File: src/rtl/seq_mul_4b.sv
// rtl/seq_mul_4b.sv - sequential shift-and-add unsigned multiplier with start/busy/done handshake
module seq_mul_4b #(
  parameter int WIDTH = 4
) (
  input  logic               clk,
  input  logic               rst,
  input  logic               start,
  input  logic [WIDTH-1:0]   a,
  input  logic [WIDTH-1:0]   b,
  output logic               busy,
  output logic               done,
  output logic [2*WIDTH-1:0] product
);

  localparam int CNT_W = $clog2(WIDTH + 1);

  localparam logic [1:0] S_IDLE = 2'd0;
  localparam logic [1:0] S_RUN  = 2'd1;
  localparam logic [1:0] S_DONE = 2'd2;

  localparam logic [CNT_W-1:0] CNT_LAST = CNT_W'(WIDTH - 1);

  logic [1:0]         state;
  logic [WIDTH-1:0]   mcand;
  logic [WIDTH-1:0]   acc_hi;
  logic [WIDTH-1:0]   acc_lo;
  logic [CNT_W-1:0]   cnt;
  logic [WIDTH-1:0]   addend;
  logic [WIDTH-1:0]   sum;
  logic [WIDTH:0]     carry;
  logic [2*WIDTH-1:0] acc_next;
  logic               accept;

  // Partial product for this iteration: multiplicand gated by the current multiplier LSB
  always_comb begin
    addend = acc_lo[0] ? mcand : '0;
  end

  // Ripple-carry add of acc_hi and addend, one full-adder cell per bit, carry-in 0
  always_comb begin
    sum      = '0;
    carry    = '0;
    carry[0] = 1'b0;
    for (int i = 0; i < WIDTH; i++) begin
      sum[i]       = acc_hi[i] ^ addend[i] ^ carry[i];
      carry[i + 1] = (acc_hi[i] & addend[i]) | (addend[i] & carry[i]) | (acc_hi[i] & carry[i]);
    end
  end

  // Shifted accumulator: the add's carry-out becomes the new MSB so no bit is lost
  always_comb begin
    acc_next = {carry[WIDTH], sum, acc_lo[WIDTH-1:1]};
  end

  // A new request is taken whenever no operation is running (IDLE or the DONE cycle)
  always_comb begin
    accept = start && (state != S_RUN);
    busy   = (state == S_RUN);
    done   = (state == S_DONE);
  end

  // Control FSM plus accumulator, counter and result registers
  always_ff @(posedge clk or posedge rst) begin
    if (rst) begin
      state   <= S_IDLE;
      mcand   <= '0;
      acc_hi  <= '0;
      acc_lo  <= '0;
      cnt     <= '0;
      product <= '0;
    end else begin
      case (state)
        S_RUN: begin
          {acc_hi, acc_lo} <= acc_next;
          cnt              <= cnt + 1'b1;
          if (cnt == CNT_LAST) begin
            product <= acc_next;
            state   <= S_DONE;
          end
        end
        default: begin
          if (accept) begin
            mcand  <= a;
            acc_lo <= b;
            acc_hi <= '0;
            cnt    <= '0;
            state  <= S_RUN;
          end else begin
            state  <= S_IDLE;
          end
        end
      endcase
    end
  end

endmodule
File: config.mk
export PLATFORM = sky130hd
export DESIGN_NAME = seq_mul_4b
export DESIGN_NICKNAME = d
export VERILOG_FILES = /design/src/rtl/seq_mul_4b.sv
export SDC_FILE = /design/constraint.sdc
export NUM_CORES = 1
export LEC_CHECK = 0
export ABC_AREA = 1
export CAP_MARGIN = 20
export CORE_AREA = 2 2 46 66
export DETAILED_ROUTE_END_ITERATION = 10
export DIE_AREA = 0 0 48 68
export PLACE_DENSITY = 0.77
export SETUP_SLACK_MARGIN = 0.5
export SLEW_MARGIN = 15
export SYNTH_ARGS = -nofsm -noshare
export SYNTH_HDL_FRONTEND = slang
export SYNTH_SLANG_ARGS = --single-unit
File: constraint.sdc
create_clock -name clk -period 2.4 [get_ports clk]
set_input_delay 0.72 -clock clk [delete_from_list [all_inputs] [get_ports clk]]
set_output_delay 0.72 -clock clk [all_outputs]
set_load 0.02 [all_outputs]
==> run_results.csv, run 1 <==
group,metric,value,unit
outcome,outcome,"finished clean",
clock_tree,cts.clk_slew.worst_paths,0.08,ns
timing,setup_viol,0,
clock_tree,clock_path_buffers,2,
timing,fmax,0.4961,GHz
critical_path,cp_slowest_stage_delay,0.47,ns
global_route,grt_pass1_wl,3884,um
critical_path,crit_start,"acc_lo[0]$_DFFE_PP0P_",
logic_synthesis,synth.most_common_cell,"nand2_1",
global_route,grt_pass1_vias,973,
pwr,p_total,1652,uW
floorplanning,io_pins,21,
placement,io_buffers,20,
cells_and_area,nNetsFinal,177,
critical_path,worst-path-buf-inv,5,
cells_and_area,area_growth,24.70,%
timing,slew_viol_final,0,
pwr,p_per_area,1137,nW/um^2
clock_tree,cts_buffers,3,
timing,timing.final.crit_share,83.98,%
pwr,p_leak,0.0007958,uW
critical_path,rr_startpoint,"acc_lo[0]$_DFFE_PP0P_",
timing,relSlewSlack,75.09,%
routing,num_vias,928,
routing,wl_per_cell,10.90,um
pwr,irDropWorstVdd,0.0004117,V
global_route,grt_antenna_before_repair,0,
critical_path,critPathLaunchType,"flop",
timing,rsz0062_at_grt,"yes",
floorplanning,rows,23,
clock_tree,clkLatencyLatePin,0.26,ns
critical_path,path_class,"flop to flop",
cells_and_area,nFillCells,255,
cells_and_area,drive_above_1_share,10.06,%
floorplanning,die_x,48,um
logic_synthesis,synth_area_leaders,"dfrtp_1 54%, nand2_1 18%, nand3_1 6.9%, inv_1 5.5%, fa_1 5.2%",
global_route,grt_usage,16.61,%
timing,skew,0.001282,ns
logic_synthesis,synthTopCellsByCount,"56 x nand2_1, 25 x dfrtp_1, 17 x inv_1, 16 x nand3_1, 4 x o21ai_0",
critical_path,r2r_setup_slack,0.38,ns
logic_synthesis,synthFlopType,"dfrtp_1",
critical_path,arrival,2.18,ns
routing,drt-initial-drc-count,16,
timing,final.min_clock_period,2.016,ns
cells_and_area,n_antenna_cell,0,
routing,dr.pass1.iters,4,
floorplanning,die_height,68,um
logic_synthesis,synth-seq-cells,25,
logic_synthesis,ys_types,14,
clock_tree,cts-root-buf,"clkbuf_8",
logic_synthesis,postSynthCellCount,134,
logic_synthesis,seq_area_frac_synth,53.71,%
timing,worst_pin_slew,0.3725,ns
critical_path,r2r_cells,12,
critical_path,worstPathCellList,"nand2_1 > inv_1 > ha_1 > inv_1 > fa_2 > inv_2 > fa_2 > inv_2 > fa_1 > inv_1 > nand2_1 > nand2_1",
logic_synthesis,synth_top_area_cell,"dfrtp_1",
routing,drt-vias-per-instance,4.735,
floorplanning,start_util,42.61,%
critical_path,crit_fanout,4,
floorplanning,coreArea,2734,sq um
clock_tree,htreeDepth,1,
critical_path,worst_path_dominant_cell_family,"adder cells",
placement,dpl_cell_area,1408,sq um
critical_path,critPathCaptureType,"flop",
timing,fin_setup_tns,0,ns
placement,gp_congestion,0.7535,
floorplanning,dieArea,3264,sq um
routing,drtAntennaViolNets,0,
critical_path,cp.required,2.56,ns
worst_hold_path,hold_path_class,"flop to flop",
placement,dp_hpwl,1600,um
global_route,overflow,0,
critical_path,path_depth,12,
flow_run,cap_viol_max_count,0,
clock_tree,cts_tree,"yes",
logic_synthesis,syn_area_per_cell,8.693,sq um
logic_synthesis,yosys_warnings,0,
cells_and_area,multi_input_area,452.9,sq um
logic_synthesis,synth_top_area_share,53.71,%
clock_tree,cts_sinks,25,
critical_path,timing.rr.end,"acc_hi[2]$_DFFE_PP0P_",
logic_synthesis,async_reset_ff_share,100.0,%
logic_synthesis,syn_area,1165,sq um
global_route,grt_max_degree,26,
cells_and_area,regArea,625.6,sq um
critical_path,crit_slowest_cell,"fa_1",
logic_synthesis,synth-edff-count,0,
timing,hold_viol,0,
routing,routed_wl,2137,um
clock_tree,ctsHoldBuffers,0,
routing,route.detailed.drc,0,
critical_path,crit_end,"acc_hi[2]$_DFFE_PP0P_",
logic_synthesis,synth_nets,151,
cells_and_area,final_area,1453,sq um
[repair_timing]
action,CTS,global route
setup endpoints to repair,14,6
buffers inserted,2,0
gates resized for setup,12,3
pin swaps,2,2
[cell families (layout without fill, tap and decap cells)]
kind of cell               after synthesis  in the layout  synth area share, %
and+or+nand+nor                         78             78                28.36
DFF                                     25             25                53.71
buffers and inverters                   21             46                7.840
adders and majority gates                6              6                8.379
AOI/OAI and AO/OA                        4              4                1.719
[tightest hold or removal path: stages, from the launching register on]
cell,delay [ns]
dfrtp_1,0.35
nand2_1,0.05
nand2_1,0.05
[routing by layer]
layer	global-route usage (%)	vias to the layer above	routed length, um
li1	-	457	-
met3	1.583	5	41
met5	0	-	0
met4	9.122	0	60
met1	18.00	451	862
met2	29.83	15	1173
[sequential cells by signal (all words and copies together), names as in the netlist]
name and cells:
mcand 4, product 8, acc_lo 4, acc_hi 4, state 2, cnt 3
[how the worst min path moves through the flow]
stage                                start                endpoint  slack, ns  cells past startpoint
floorplan             mcand[1]$_DFFE_PP0P_    mcand[1]$_DFFE_PP0P_       0.44                      2
global placement    product[4]$_DFFE_PP0P_  product[4]$_DFFE_PP0P_       0.45                      2
detailed placement  product[6]$_DFFE_PP0P_  product[6]$_DFFE_PP0P_       0.46                      2
CTS                 product[2]$_DFFE_PP0P_  product[2]$_DFFE_PP0P_       0.48                      2
global route        product[7]$_DFFE_PP0P_  product[7]$_DFFE_PP0P_       0.52                      2
finish              product[5]$_DFFE_PP0P_  product[5]$_DFFE_PP0P_       0.48                      2
[power breakdown]
part / internal [uW] / switching (uW) / leakage, uW
clock network: 118 / 121 / 0.0000228
logic: 275 / 443 / 0.000451
registers: 591 / 104 / 0.000322
[cell usage in the layout (no fill, tap or decap)]
cell type	n
buf_4	4
clkbuf_1	1
clkbuf_2	1
clkbuf_8	3
clkdlybuf4s15_1	1
clkdlybuf4s50_1	10
dfrtp_1	25
dlygate4sd2_1	8
fa_1	1
fa_2	2
ha_1	3
inv_1	15
inv_2	3
nand2_1	56
nand2_2	1
nand3_1	16
nor2_1	3
nor2_4	2
o21ai_0	3
o21ai_1	1
[per-stage QoR]
step	worst slack, ns	std cells	hold slack (ns)	utilization, %
final	0.3844	196	0.4778	53.14
after global routing	0.2526	196	0.5191	53.14
after CTS	0.3844	196	0.4821	53.23
after detailed placement	0.3707	190	0.4606	51.49
after global placement	0.4169	190	0.4525	51.49
after floorplan	0.4528	134	0.4417	-
[final cells by class]
type | instances | area share [%]
clock buffer | 4 | 3.101
multi-input combinational | 88 | 31.18
sequential | 25 | 43.07
inverter | 18 | 4.651
tap | 37 | 3.187
timing repair buffer | 24 | 14.81
No activity file was read; power rests on OpenSTA's default activity.
==> inputs of run 2 (changes only) <==
- clock period: 2.4 -> 2.1 ns (I/O delays scaled with it)
==> run 2 against run 1 <==
  * Utilization grew 0.60 points
  * Cell count grew 0.51%
  * Non-clock buffer count grew 1
  * Critical endpoint unchanged
  * Sequential power grew 14%
  * Fmax shrank 0.99%
  * Count of clock-buffer cells in the layout is the same
  * Register-to-register slack lost 0.32 ns
  * Critical path type unchanged
==> run_results.csv, run 2 (synthesized netlist as in run 1, its figures left out) <==
group,metric,value,unit
timing,worst_pin_slew,0.3135,ns
cells_and_area,n_antenna_cell,0,
pwr,p_leak,0.0007737,uW
placement,dp_hpwl,1596,um
cells_and_area,largest_register_ff_count,8,
routing,drtAntennaViolNets,0,
cells_and_area,area_growth,26.10,%
clock_tree,cts_sinks,25,
routing,drt-vias-per-instance,4.508,
worst_hold_path,hold_path_class,"flop to flop",
floorplanning,coreArea,2734,sq um
clock_tree,cts.clk_slew.worst_paths,0.08,ns
cells_and_area,multi_input_area,457.9,sq um
timing,setup_viol,0,
clock_tree,clkLatencyLatePin,0.26,ns
routing,dr.max_layer_used,"met4",
critical_path,path_class,"flop to flop",
routing,routed_wl,2256,um
global_route,grt_antenna_before_repair,0,
routing,route.detailed.drc,0,
pwr,irDropWorstVdd,0.0005524,V
floorplanning,start_util,42.61,%
routing,num_vias,888,
floorplanning,dieArea,3264,sq um
timing,final.min_clock_period,2.036,ns
global_route,grt_usage,16.47,%
timing,fin_setup_tns,0,ns
cells_and_area,nFillCells,252,
timing,relSlewSlack,79.03,%
cells_and_area,top_register,"product",
placement,placedCellCount,191,
cells_and_area,regArea,625.6,sq um
timing,rsz0062_at_grt,"yes",
global_route,overflow,0,
floorplanning,io_pins,21,
cells_and_area,final_common_cell,"nand2_1",
placement,io_buffers,20,
routing,drt-initial-drc-count,23,
critical_path,cp.required,2.26,ns
routing,dr_wl_met2,1262,um
cells_and_area,fin_util,53.73,%
cells_and_area,nNetsFinal,178,
placement,gp_congestion,0.7555,
routing,dr.pass1.iters,4,
cells_and_area,final_cell_mix,"55 x nand2_1, 25 x dfrtp_1, 16 x nand3_1",
floorplanning,rows,23,
timing,slew_viol_final,0,
clock_tree,clock_path_buffers,2,
timing,fmax,0.4912,GHz
timing,skew,0.003248,ns
routing,drt-met1-wl,889,um
floorplanning,die_x,48,um
critical_path,critPathCaptureType,"flop",
timing,timing.final.crit_share,96.94,%
outcome,outcome,"finished clean",
routing,dr_wl_met3,59,um
timing,hold_viol,0,
critical_path,crit_fanout,2,
routing,wl_per_cell,11.45,um
critical_path,arrival,2.19,ns
clock_tree,cts_tree,"yes",
clock_tree,cts-root-buf,"clkbuf_8",
global_route,grt_pass1_vias,909,
clock_tree,cts_buffers,3,
global_route,grt_pass1_wl,3774,um
flow_run,cap_viol_max_count,0,
floorplanning,die_height,68,um
global_route,grt_max_degree,26,
pwr,p_per_area,1309,nW/um^2
clock_tree,htreeDepth,1,
critical_path,critPathLaunchType,"flop",
cells_and_area,final-instance-count-excl-fill,197,
cells_and_area,drive_above_1_share,16.25,%
## run 2: area by class of cell
class	instances	share of cell area, %
inverters	18	4.600
well taps	37	3.152
flip-flops and latches	25	42.59
clock buffers	4	3.066
repair buffers	25	15.42
multi-input cells	88	31.18
## run 2: where the power goes
group	switching, uW	total [uW]	internal, uW
Sequential	120	795	675
Combinational	519	855	336
Clock	137	272	135
Total	776	1920	1150
## run 2: worst max-delay path: stages, from the launching register on
cell	delay [ns]
dfrtp_1	0.36
nand2_1	0.06
inv_1	0.05
ha_2	0.17
inv_2	0.04
fa_2	0.32
inv_2	0.06
fa_2	0.19
inv_2	0.04
fa_1	0.48
inv_2	0.04
nand2_2	0.06
nand2_1	0.05
## run 2: repair_timing
item,CTS,global route
gates cloned,0,0
hold buffers,0,0
resized for setup,26,12
setup buffers,2,0
endpoints found under the setup margin,16,14
pin swaps,1,2
## run 2: path summary, 6_finish.rpt
kind	start	to	slack, ns	depth (start not counted)
setup reg to reg	acc_lo[0]$_DFFE_PP0P_	acc_hi[2]$_DFFE_PP0P_	0.06	12
hold / removal	product[4]$_DFFE_PP0P_	product[4]$_DFFE_PP0P_	0.47	2
setup / recovery	acc_lo[0]$_DFFE_PP0P_	acc_hi[2]$_DFFE_PP0P_	0.06	12
max in group asynchronous	rst	product[1]$_DFFE_PP0P_	1.14	3
min in group asynchronous	rst	product[6]$_DFFE_PP0P_	0.72	3
hold reg to reg	product[4]$_DFFE_PP0P_	product[4]$_DFFE_PP0P_	0.47	2
## run 2: through the flow
stage / total power [uW] / area, sq um / worst slack [ns] / hold WS [ns]
floorplan: 1373 / 1170 / 0.1528 / 0.4417
global placement: 1609 / 1415 / 0.1156 / 0.4528
detailed placement: 1650 / 1415 / 0.05909 / 0.4584
CTS: 1909 / 1466 / 0.08884 / 0.4738
global route: 2096 / 1469 / -0.03798 / 0.5041
finish: 1922 / 1469 / 0.06424 / 0.4725
## run 2: routing by layer
layer	vias to the layer above	global-route usage, %
li1	455	-
met1	413	18.40
met2	16	29.00
met3	4	1.055
met4	0	9.797
met5	-	0
==> inputs of run 3 (changes only) <==
==> constraint.sdc (replaced) <==
create_clock -name clk -period 2.4 [get_ports clk]
set_input_delay 0.48 -clock clk [delete_from_list [all_inputs] [get_ports clk]]
set_output_delay 0.48 -clock clk [all_outputs]
set_load 0.02 [all_outputs]
==> run 3 against run 2 <==
  * Die area stayed put
  * Clock skew decreased by 0.00099 ns
  * Non-clock buffer count down 2
  * Worst hold slack better by 0.00058 ns
  * Wire length decreased by 2.8%
  * Clock power shrank 8.1%
  * First-iteration DRC count is 96% higher
  * Register-to-register slack better by 0.33 ns
  * Cell count down 1.0%
  * Critical endpoint unchanged
  * Largest cell class unchanged
  * Largest power group unchanged
==> run_results.csv, run 3 (synthesized netlist as in run 1, its figures left out) <==
group,metric,value,unit
critical_path,cp.required,2.57,ns
outcome,outcome,"finished clean",
clock_tree,clkLatencyLatePin,0.27,ns
global_route,grt_pass1_vias,945,
routing,drt-vias-per-instance,4.621,
worst_hold_path,hold_path_class,"flop to flop",
global_route,grt_max_degree,26,
routing,dr.pass1.iters,4,
cells_and_area,fin_util,53.59,%
pwr,switchingPower,687.7,uW
global_route,grt_usage,16.13,%
critical_path,r2r_setup_slack,0.39,ns
timing,fin_setup_tns,0,ns
critical_path,cp_common_cell,"inv_2",
critical_path,crit_fanout,2,
clock_tree,cts.clk_slew.worst_paths,0.09,ns
timing,slew_viol_final,0,
routing,wl_per_cell,11.24,um
cells_and_area,largest_register_ff_count,8,
critical_path,critPathCaptureType,"flop",
routing,drtAntennaViolNets,0,
cells_and_area,final_cell_mix,"56 x nand2_1, 25 x dfrtp_1, 18 x clkdlybuf4s50_1",
clock_tree,cts-root-buf,"clkbuf_8",
cells_and_area,nNetsFinal,176,
pwr,power_frac_comb,44.6,%
routing,drt-initial-drc-count,45,
pwr,clockPowerShare,14.7,%
clock_tree,htreeDepth,1,
routing,routed_wl,2192,um
floorplanning,die_height,68,um
placement,placedCellCount,190,
timing,final.min_clock_period,2.010,ns
placement,dp_hpwl,1649,um
critical_path,path_class,"flop to flop",
floorplanning,io_pins,21,
pwr,p_leak,0.0007642,uW
critical_path,arrival,2.18,ns
floorplanning,rows,23,
cells_and_area,nFillCells,252,
pwr,p_seq_share,40.7,%
cells_and_area,drive_above_1_share,12.03,%
timing,fmax,0.4975,GHz
global_route,grt_pass1_wl,3746,um
pwr,p_per_area,1161,nW/um^2
critical_path,cp_slowest_stage_delay,0.48,ns
cells_and_area,final_common_cell,"nand2_1",
pwr,p_sw_share,40.44,%
critical_path,crit_slowest_cell,"fa_1",
placement,gp_congestion,0.7496,
floorplanning,start_util,42.61,%
floorplanning,coreArea,2734,sq um
timing,hold_viol,0,
critical_path,worstPathCellList,"nand2_1 > inv_1 > ha_2 > inv_2 > fa_2 > inv_2 > fa_2 > inv_2 > fa_1 > inv_2 > nand2_1 > nand2_1",
floorplanning,die_x,48,um
placement,io_buffers,20,
pwr,internal_power,1013,uW
routing,route.detailed.drc,0,
clock_tree,ctsHoldBuffers,0,
routing,num_vias,901,
clock_tree,cts_tree,"yes",
cells_and_area,area_growth,25.78,%
global_route,grt_antenna_before_repair,0,
cells_and_area,n_antenna_cell,0,
critical_path,critPathLaunchType,"flop",
timing,relSlewSlack,74.81,%
clock_tree,cts_sinks,25,
clock_tree,clock_path_buffers,2,
timing,timing.final.crit_share,83.75,%
floorplanning,dieArea,3264,sq um
timing,worst_pin_slew,0.3766,ns
timing,rsz0062_at_grt,"yes",
timing,setup_viol,0,
flow_run,cap_viol_max_count,0,
pwr,irDropWorstVdd,0.0004595,V
cells_and_area,final-instance-count-excl-fill,195,
global_route,overflow,0,
clock_tree,cts_buffers,3,
cells_and_area,top_register,"product",
timing,skew,0.002259,ns
==> run 3: final timing paths <==
check / start / endpoint / cells after the start
max: mcand[0]$_DFFE_PP0P_ / acc_hi[2]$_DFFE_PP0P_ / 12
max in group asynchronous: rst / acc_lo[0]$_DFFE_PP0P_ / 3
max reg2reg: mcand[0]$_DFFE_PP0P_ / acc_hi[2]$_DFFE_PP0P_ / 12
min in group asynchronous: rst / product[7]$_DFFE_PP0P_ / 3
min: product[4]$_DFFE_PP0P_ / product[4]$_DFFE_PP0P_ / 2
min reg2reg: product[4]$_DFFE_PP0P_ / product[4]$_DFFE_PP0P_ / 2
==> run 3: routing by layer <==
layer	part of all wire, %	GRT usage, %	routed length [um]
met5	0	0	0
met4	3.4	8.784	75
met3	2.3	1.055	50
met2	55	30.17	1206
met1	39	16.58	860
==> run 3: critical path: cells and delay by family (launching register included) <==
| kind | cells | cell delay [ns] |
|---|---|---|
| and+or+nand+nor | 3 | 0.17 |
| buffers and inverters | 5 | 0.24 |
| adders and majority gates | 4 | 1.15 |
| DFF | 1 | 0.36 |
==> run 3: through the flow <==
stage	setup slack, ns	cell area (sq um)	hold WS, ns	power [uW]
2_1_floorplan	0.4528	1170	0.4417	1202
3_5_place_dp	0.3513	1408	0.4576	1451
6_report	0.3900	1465	0.4731	1701
5_1_grt	0.3214	1465	0.5157	1838
3_3_place_gp	0.4162	1408	0.4524	1407
4_1_cts	0.3881	1461	0.4785	1706
==> run 3: power groups by stage <==
stage / logic (uW) / clock network, uW / registers [uW]
floorplan: 456 / 0 / 746
global placement: 714 / 0 / 693
CTS: 762 / 252 / 692
global route: 864 / 260 / 715
detailed placement: 748 / 0 / 704
finish: 758 / 250 / 693
==> run 3: area by class of cell <==
| type | instances | area [sq um] | area share [%] |
|---|---|---|---|
| clock inverters | 1 | 5.005 | 0.3416 |
| repair buffers | 23 | 220.2 | 15.03 |
| inverters | 18 | 67.56 | 4.611 |
| clock buffers | 3 | 41.29 | 2.818 |
| flip-flops and latches | 25 | 625.6 | 42.70 |
| well taps | 37 | 46.29 | 3.160 |
| multi-input cells | 88 | 459.2 | 31.34 |
==> run 3: repair_timing <==
action,CTS,global route
resized for setup,6,2
endpoints found under the setup margin,6,4
setup buffers,1,0
pin swaps,1,1
